===== src/rtl/fifo_sync_prog.sv =====
// fifo_sync_prog: single-clock elastic buffer with programmable almost-full /
// almost-empty thresholds, standard or first-word-fall-through read mode,
// synchronous flush, occupancy count and support for any depth >= 2.
//
// Ports:
//   clk         clock, all state changes on the rising edge
//   rst         synchronous active-high reset (priority over everything)
//   flush       synchronous clear of pointers/count and status pulses
//   data_in     write data
//   wr_en       write request, accepted when not full
//   rd_en       read request (pop in FWFT mode), accepted when not empty
//   af_thresh   almost-full threshold  (almostfull  = count >= af_thresh)
//   ae_thresh   almost-empty threshold (almostempty = count <= ae_thresh)
//   data_out    read data (registered in standard mode, head word in FWFT)
//   wr_ack      pulse: write accepted on the previous edge
//   overflow    pulse: write rejected on the previous edge (was full)
//   underflow   pulse: read rejected on the previous edge (was empty)
//   full/empty  occupancy decodes
//   almostfull/almostempty  threshold decodes
//   count       current occupancy
module fifo_sync_prog #(
  parameter int unsigned FIFO_WIDTH = 16,
  parameter int unsigned FIFO_DEPTH = 8,
  parameter int unsigned FWFT       = 0,
  localparam int unsigned AW        = $clog2(FIFO_DEPTH),
  localparam int unsigned CW        = $clog2(FIFO_DEPTH + 1)
) (
  input  logic                  clk,
  input  logic                  rst,
  input  logic                  flush,
  input  logic [FIFO_WIDTH-1:0] data_in,
  input  logic                  wr_en,
  input  logic                  rd_en,
  input  logic [CW-1:0]         af_thresh,
  input  logic [CW-1:0]         ae_thresh,
  output logic [FIFO_WIDTH-1:0] data_out,
  output logic                  wr_ack,
  output logic                  overflow,
  output logic                  underflow,
  output logic                  full,
  output logic                  empty,
  output logic                  almostfull,
  output logic                  almostempty,
  output logic [CW-1:0]         count
);

  logic [FIFO_WIDTH-1:0] r_mem [FIFO_DEPTH];
  logic [AW-1:0]         r_wr_ptr;
  logic [AW-1:0]         r_rd_ptr;
  logic [CW-1:0]         r_count;
  logic [FIFO_WIDTH-1:0] r_dout;
  logic                  r_wr_ack;
  logic                  r_overflow;
  logic                  r_underflow;

  logic                  w_full;
  logic                  w_empty;
  logic                  w_wr_ok;
  logic                  w_rd_ok;
  logic [CW-1:0]         w_count_nxt;

  // Explicit wrap so non-power-of-two depths never index past the last entry.
  function automatic logic [AW-1:0] ptr_inc(input logic [AW-1:0] p);
    if (p == AW'(FIFO_DEPTH - 1)) begin
      return '0;
    end
    return p + AW'(1);
  endfunction

  // All status is decoded from the count register alone, so flags are
  // glitch-free and move one cycle after the causing edge.
  assign w_full  = (r_count == CW'(FIFO_DEPTH));
  assign w_empty = (r_count == '0);
  assign w_wr_ok = wr_en & ~w_full;
  assign w_rd_ok = rd_en & ~w_empty;

  always_comb begin
    w_count_nxt = r_count;
    case ({w_wr_ok, w_rd_ok})
      2'b10:   w_count_nxt = r_count + CW'(1);
      2'b01:   w_count_nxt = r_count - CW'(1);
      default: w_count_nxt = r_count;
    endcase
  end

  // Storage has no reset: contents survive rst/flush, only pointers clear.
  always_ff @(posedge clk) begin
    if (!rst && !flush && w_wr_ok) begin
      r_mem[r_wr_ptr] <= data_in;
    end
  end

  always_ff @(posedge clk) begin
    if (rst) begin
      r_wr_ptr    <= '0;
      r_rd_ptr    <= '0;
      r_count     <= '0;
      r_dout      <= '0;
      r_wr_ack    <= 1'b0;
      r_overflow  <= 1'b0;
      r_underflow <= 1'b0;
    end else if (flush) begin
      // Standard-mode read data deliberately holds across a flush.
      r_wr_ptr    <= '0;
      r_rd_ptr    <= '0;
      r_count     <= '0;
      r_wr_ack    <= 1'b0;
      r_overflow  <= 1'b0;
      r_underflow <= 1'b0;
    end else begin
      if (w_wr_ok) begin
        r_wr_ptr <= ptr_inc(r_wr_ptr);
      end
      if (w_rd_ok) begin
        r_rd_ptr <= ptr_inc(r_rd_ptr);
        r_dout   <= r_mem[r_rd_ptr];
      end
      r_count     <= w_count_nxt;
      r_wr_ack    <= w_wr_ok;
      r_overflow  <= wr_en & w_full;
      r_underflow <= rd_en & w_empty;
    end
  end

  generate
    if (FWFT != 0) begin : g_fwft
      // Head word shown directly; forced to zero so an empty FIFO reads 0.
      assign data_out = w_empty ? '0 : r_mem[r_rd_ptr];
    end else begin : g_std
      assign data_out = r_dout;
    end
  endgenerate

  assign wr_ack      = r_wr_ack;
  assign overflow    = r_overflow;
  assign underflow   = r_underflow;
  assign full        = w_full;
  assign empty       = w_empty;
  assign almostfull  = (r_count >= af_thresh);
  assign almostempty = (r_count <= ae_thresh);
  assign count       = r_count;

endmodule

===== config.mk =====
export PLATFORM = sky130hd
export DESIGN_NAME = fifo_sync_prog
export DESIGN_NICKNAME = d
export VERILOG_FILES = /design/src/rtl/fifo_sync_prog.sv
export SDC_FILE = /design/constraint.sdc
export NUM_CORES = 1
export LEC_CHECK = 0
export ABC_AREA = 1
export BUFFER_PORTS_ARGS = -buffer_cell sky130_fd_sc_hd__buf_2
export CAP_MARGIN = 20
export CORE_AREA = 2 2 116 118
export CTS_CLUSTER_DIAMETER = 120
export DETAILED_ROUTE_END_ITERATION = 12
export DIE_AREA = 0 0 118 120
export PLACE_DENSITY = 0.83
export SLEW_MARGIN = 0
export SYNTH_ARGS = -nofsm -noshare
export SYNTH_HDL_FRONTEND = slang
export SYNTH_SLANG_ARGS = --single-unit

===== constraint.sdc =====
create_clock -name clk -period 2.4 [get_ports clk]
set_clock_uncertainty 0.1 [all_clocks]
set_input_delay 0.24 -clock clk [delete_from_list [all_inputs] [get_ports clk]]
set_output_delay 0.24 -clock clk [all_outputs]
set_load 0.1 [all_outputs]

After elaboration in Yosys (flattened, before gate mapping)
Memory sizes are Yosys's and may differ from the RTL's. A register that Yosys moved wholly into a read port is not among the register bits.
Index checks and enable logic that the tools add are counted.

word-level totals
  flip-flop bits (word level) = 13
  bits in writable memories = 128
  memories kept = 1
  output and inout bits = 27
  bits of input ports = 29

memories
  name   depth  bits a word  read ports  clocked after memory_dff  write ports  line  text
  r_mem  8      16           1           1                         1            47    logic [FIFO_WIDTH-1:0] r_mem [FIFO_DEPTH];

cells by class
  order comparisons = 2
  bitwise logic cells = 7
  $add $sub $neg = 4
  equality and inequality tests = 5
  mux-type cells = 15
  reductions and logical operators = 8

operators by type and width
  kind                 number
  $mux 3               4
  $mux 1               10
  $pmux 4 s2           1
  $add 3x1->3 const B  2
  $eq 3x3->1 const B   2
  $add 4x1->4 const B  1
  $and 1x1->1          4
  $eq 4x4->1 const B   1
  $ge 4x4->1           1
  $le 4x4->1           1
  $logic_not 4->1      1
  $sub 4x1->4 const B  1
  $not 1->1            3
  $eq 2x1->1 const B   1
  $eq 2x2->1 const B   1
  $logic_and 1x1->1    2
  $logic_not 1->1      2
  $reduce_and 2->1     1
  $reduce_bool 2->1    1
  $reduce_or 2->1      1

Logic depth before layout (Yosys ltp)
  depth after elaboration = 7
  mapped depth = 14

Worst setup path after synthesis
No wires, ideal clock.

  path type = flip-flop to output port
  from = reg r_count[0], in the netlist count[0]
  to = out almostempty
  arrival time = 3.680 ns
  data required time = 2.060 ns
  cell stages (with the launch flop) = 5
  setup slack = -1.620 ns
  path through = dfxtp_1 > inv_1 > ha_1 > nand2_1 > o21ai_0

on the way
  word-level cells in the longest chain between the ends = 1

ends and longest elaborated chain
  what                    line  text
  start, declared         50    logic [CW-1:0] r_count;
  start signal, assigned  118   r_count <= w_count_nxt;
  $le 4x4->1              140   assign almostempty = (r_count <= ae_thresh);
  end, declared           43    output logic almostempty,

Every way passes these cells.

Worst setup path in the final report
  from = reg r_count[1], in the netlist count[1]
  to = out almostempty

Same word-level chain as after synthesis.

==> flow_summary.yaml <==
route:
  drtPass1Iterations: 5
  drt_iter0_drc: 574
  drtAntennaViolNets: 0
  drt_wl_total_mm: 14.7
  remaining_drc_errors: 0
  viasPerCell: 5.20
  vias: 4917
  avgRoutedWirePerCell_um: 15.6
critical_path:
  slowest_stage: "buf_2"
  crit_path_end_kind: "output pin"
  critPathArrivalTime_ps: 1830
  cpPeakStageDelay_ps: 440
  path_buf_inv: 1
  crit_chain: "ha_1 -> a21oi_1 -> o21ai_0 -> o21ai_2 -> buf_2"
  crit_family: "buffers and inverters"
  cp_data_required_time_ps: 2060
  critPathMaxFanout: 8
  path_class: "reg2out"
  critPathLaunchType: "flip-flop"
floorplanning:
  die_w_um: 118
  rows: 42
  dieArea_um2: 14200
  fp.dieH_um: 120
  ios: 56
  start_util: 0.533
  core_um2: 13000
sta:
  hold_violations: 0
  slew-limit-headroom: 0.553
  finalSetupViolCount: 0
  drv_slew: 0
  worst_slew_pin_slew_ps: 667
  rsz0062_at_grt: "false"
  finalCritPeriodShare: 0.904
  max_clock_freq_mhz: 461
  period_minus_slack_ps: 2170
yosys:
  ys_types: 28
  yosysWarnings: 0
  synthCells: 689
  ys_seq_area_frac: 0.640
  synth_area_um2: 6920
  syn_avg_cell_area_um2: 10.0
  synthesis.nets: 733
  ys_seq_elements: 157
layout:
  drive_gt1_frac: 0.187
  antenna_cells: 0
  area_delta_synth_final_pct: 17.8
  layout.cells.non_filler: 945
  nets: 800
  fill_cells: 989
cts:
  post_cts_buffers: 0
  cts_root_buf: "clkbuf_16"
  htree_levels: 4
  clk_pin_slew_ps: 60
  insertion_delay_ps: 420
  cts_made_buffers: 17
  cts_max_path_buffers: 2
  tritoncts: "yes"
  clock_sinks: 157
power:
  vdd.ir_drop.worst_v: 0.000464
  p_leak_nw: 3.52
  power_mw: 6.49
  power.density_nw_per_um2: 797
placement:
  hpwl_mm: 8.58
  gp_congestion: 0.852
  dp_cells: 903
  io_buffers: 55
outcome:
  status: "finished clean"
grt:
  grt_pass1_vias: 4933
  grt_max_degree: 50
  grt_use_total: 0.220
  grt_first_pass_wirelength_mm: 24.0
  grt.overflow.total: 0
  antenna_found_initial: 0
worst_hold_path:
  hold_path_class: "in2reg"
job:
  drv_cap: 0
worst paths after layout:
kind               startpoint  cells past startpoint  slack, ps           to
hold / removal     data_in[9]                      1          1  r_mem[4][9]
setup / recovery     count[1]                      5        230  almostempty
setup reg to reg     count[0]                     12        290     count[2]
hold reg to reg   data_out[3]                      2        360  data_out[3]
metal layers:
layer,up-vias,GRT usage,share of wire
li1,2360,-,-
met1,2310,0.271,0.41
met2,213,0.363,0.49
met3,34,0.0589,0.078
met4,0,0.106,0.022
met5,-,0,0
registers in the layout (all words and copies together), names as in the netlist:
register and cells:
r_mem 128, count 4, r_wr_ptr 3, overflow 1
underflow 1, r_rd_ptr 3, wr_ack 1, data_out 16
report_power, final:
group	switching, mW	internal, mW	total, mW
clock	1.03	1.68	2.71
sequential	0.0284	2.99	3.02
combinational	0.582	0.181	0.763
synth_stat cells, drive strengths merged:
| master | count | area [um2] |
|---|---|---|
| nand2 | 197 | 772 |
| edfxtp | 128 | 3840 |
| inv | 124 | 470 |
| nand3 | 102 | 521 |
| a21oi | 30 | 188 |
| dfxtp | 29 | 581 |
| buf | 24 | 146 |
| nor2 | 20 | 101 |
| ha | 15 | 188 |
| o21ai | 11 | 55.1 |
| clkbuf | 4 | 15.0 |
| xnor2 | 2 | 17.5 |
| clkinv | 1 | 3.75 |
| nand4 | 1 | 6.26 |
| o211ai | 1 | 7.51 |
per-stage QoR:
step | util | hold WS, ps | setup TNS (ps) | cell area, um2 | worst slack (ps)
CTS | 0.628 | 0.304 | 0 | 8150 | 197
finish | 0.628 | 1.48 | 0 | 8150 | 230
detailed placement | 0.573 | 356 | 0 | 7440 | 326
global route | 0.628 | 14.8 | 0 | 8150 | 96.6
floorplan | - | 239 | -545 | 7010 | -17.0
global placement | 0.573 | 352 | 0 | 7440 | 372
worst reg2reg max path, cell delays in order (launching register included):
cell and delay, ps:
dfxtp_4 360, nor2_2 140, nand3_2 120, nand2_1 220, ha_1 270, nand2_1 70
inv_1 70, nor2_1 60, ha_1 170, a21oi_1 150, xnor2_1 90, o21ai_0 130
inv_1 50
cell families after synthesis:
logic type	Yosys count	synth area share
simple gates	320	0.202
fa+ha+maj	15	0.0271
flops	157	0.640
buf+inv	153	0.0919
xor+xnor	2	0.00253
compound gates	42	0.0362
repair_timing:
action                                 4_1_cts  5_1_grt
hold buffers                                10        0
gates resized for setup                      0        0
endpoints found under the hold margin       73        0
area by class of cell:
cell class | count | area [um2] | share of cell area
sequential | 157 | 4440 | 0.545
inverter | 125 | 478 | 0.0587
clock inverter | 11 | 141 | 0.0174
tap | 176 | 220 | 0.0270
clock buffer | 21 | 460 | 0.0565
multi-input combinational | 379 | 1940 | 0.238
timing repair buffer | 76 | 470 | 0.0578
layout by cell type (no fill, tap or decap), drive strengths merged:
cell	n
a21oi	30
buf	66
bufinv	3
clkbuf	21
clkinv	6
clkinvlp	4
dfxtp	29
dlygate4sd3	10
edfxtp	128
ha	15
inv	123
nand2	197
nand3	102
nand4	1
nor2	20
o211ai	1
o21ai	11
xnor2	2
(Power assumes the default switching activity.)
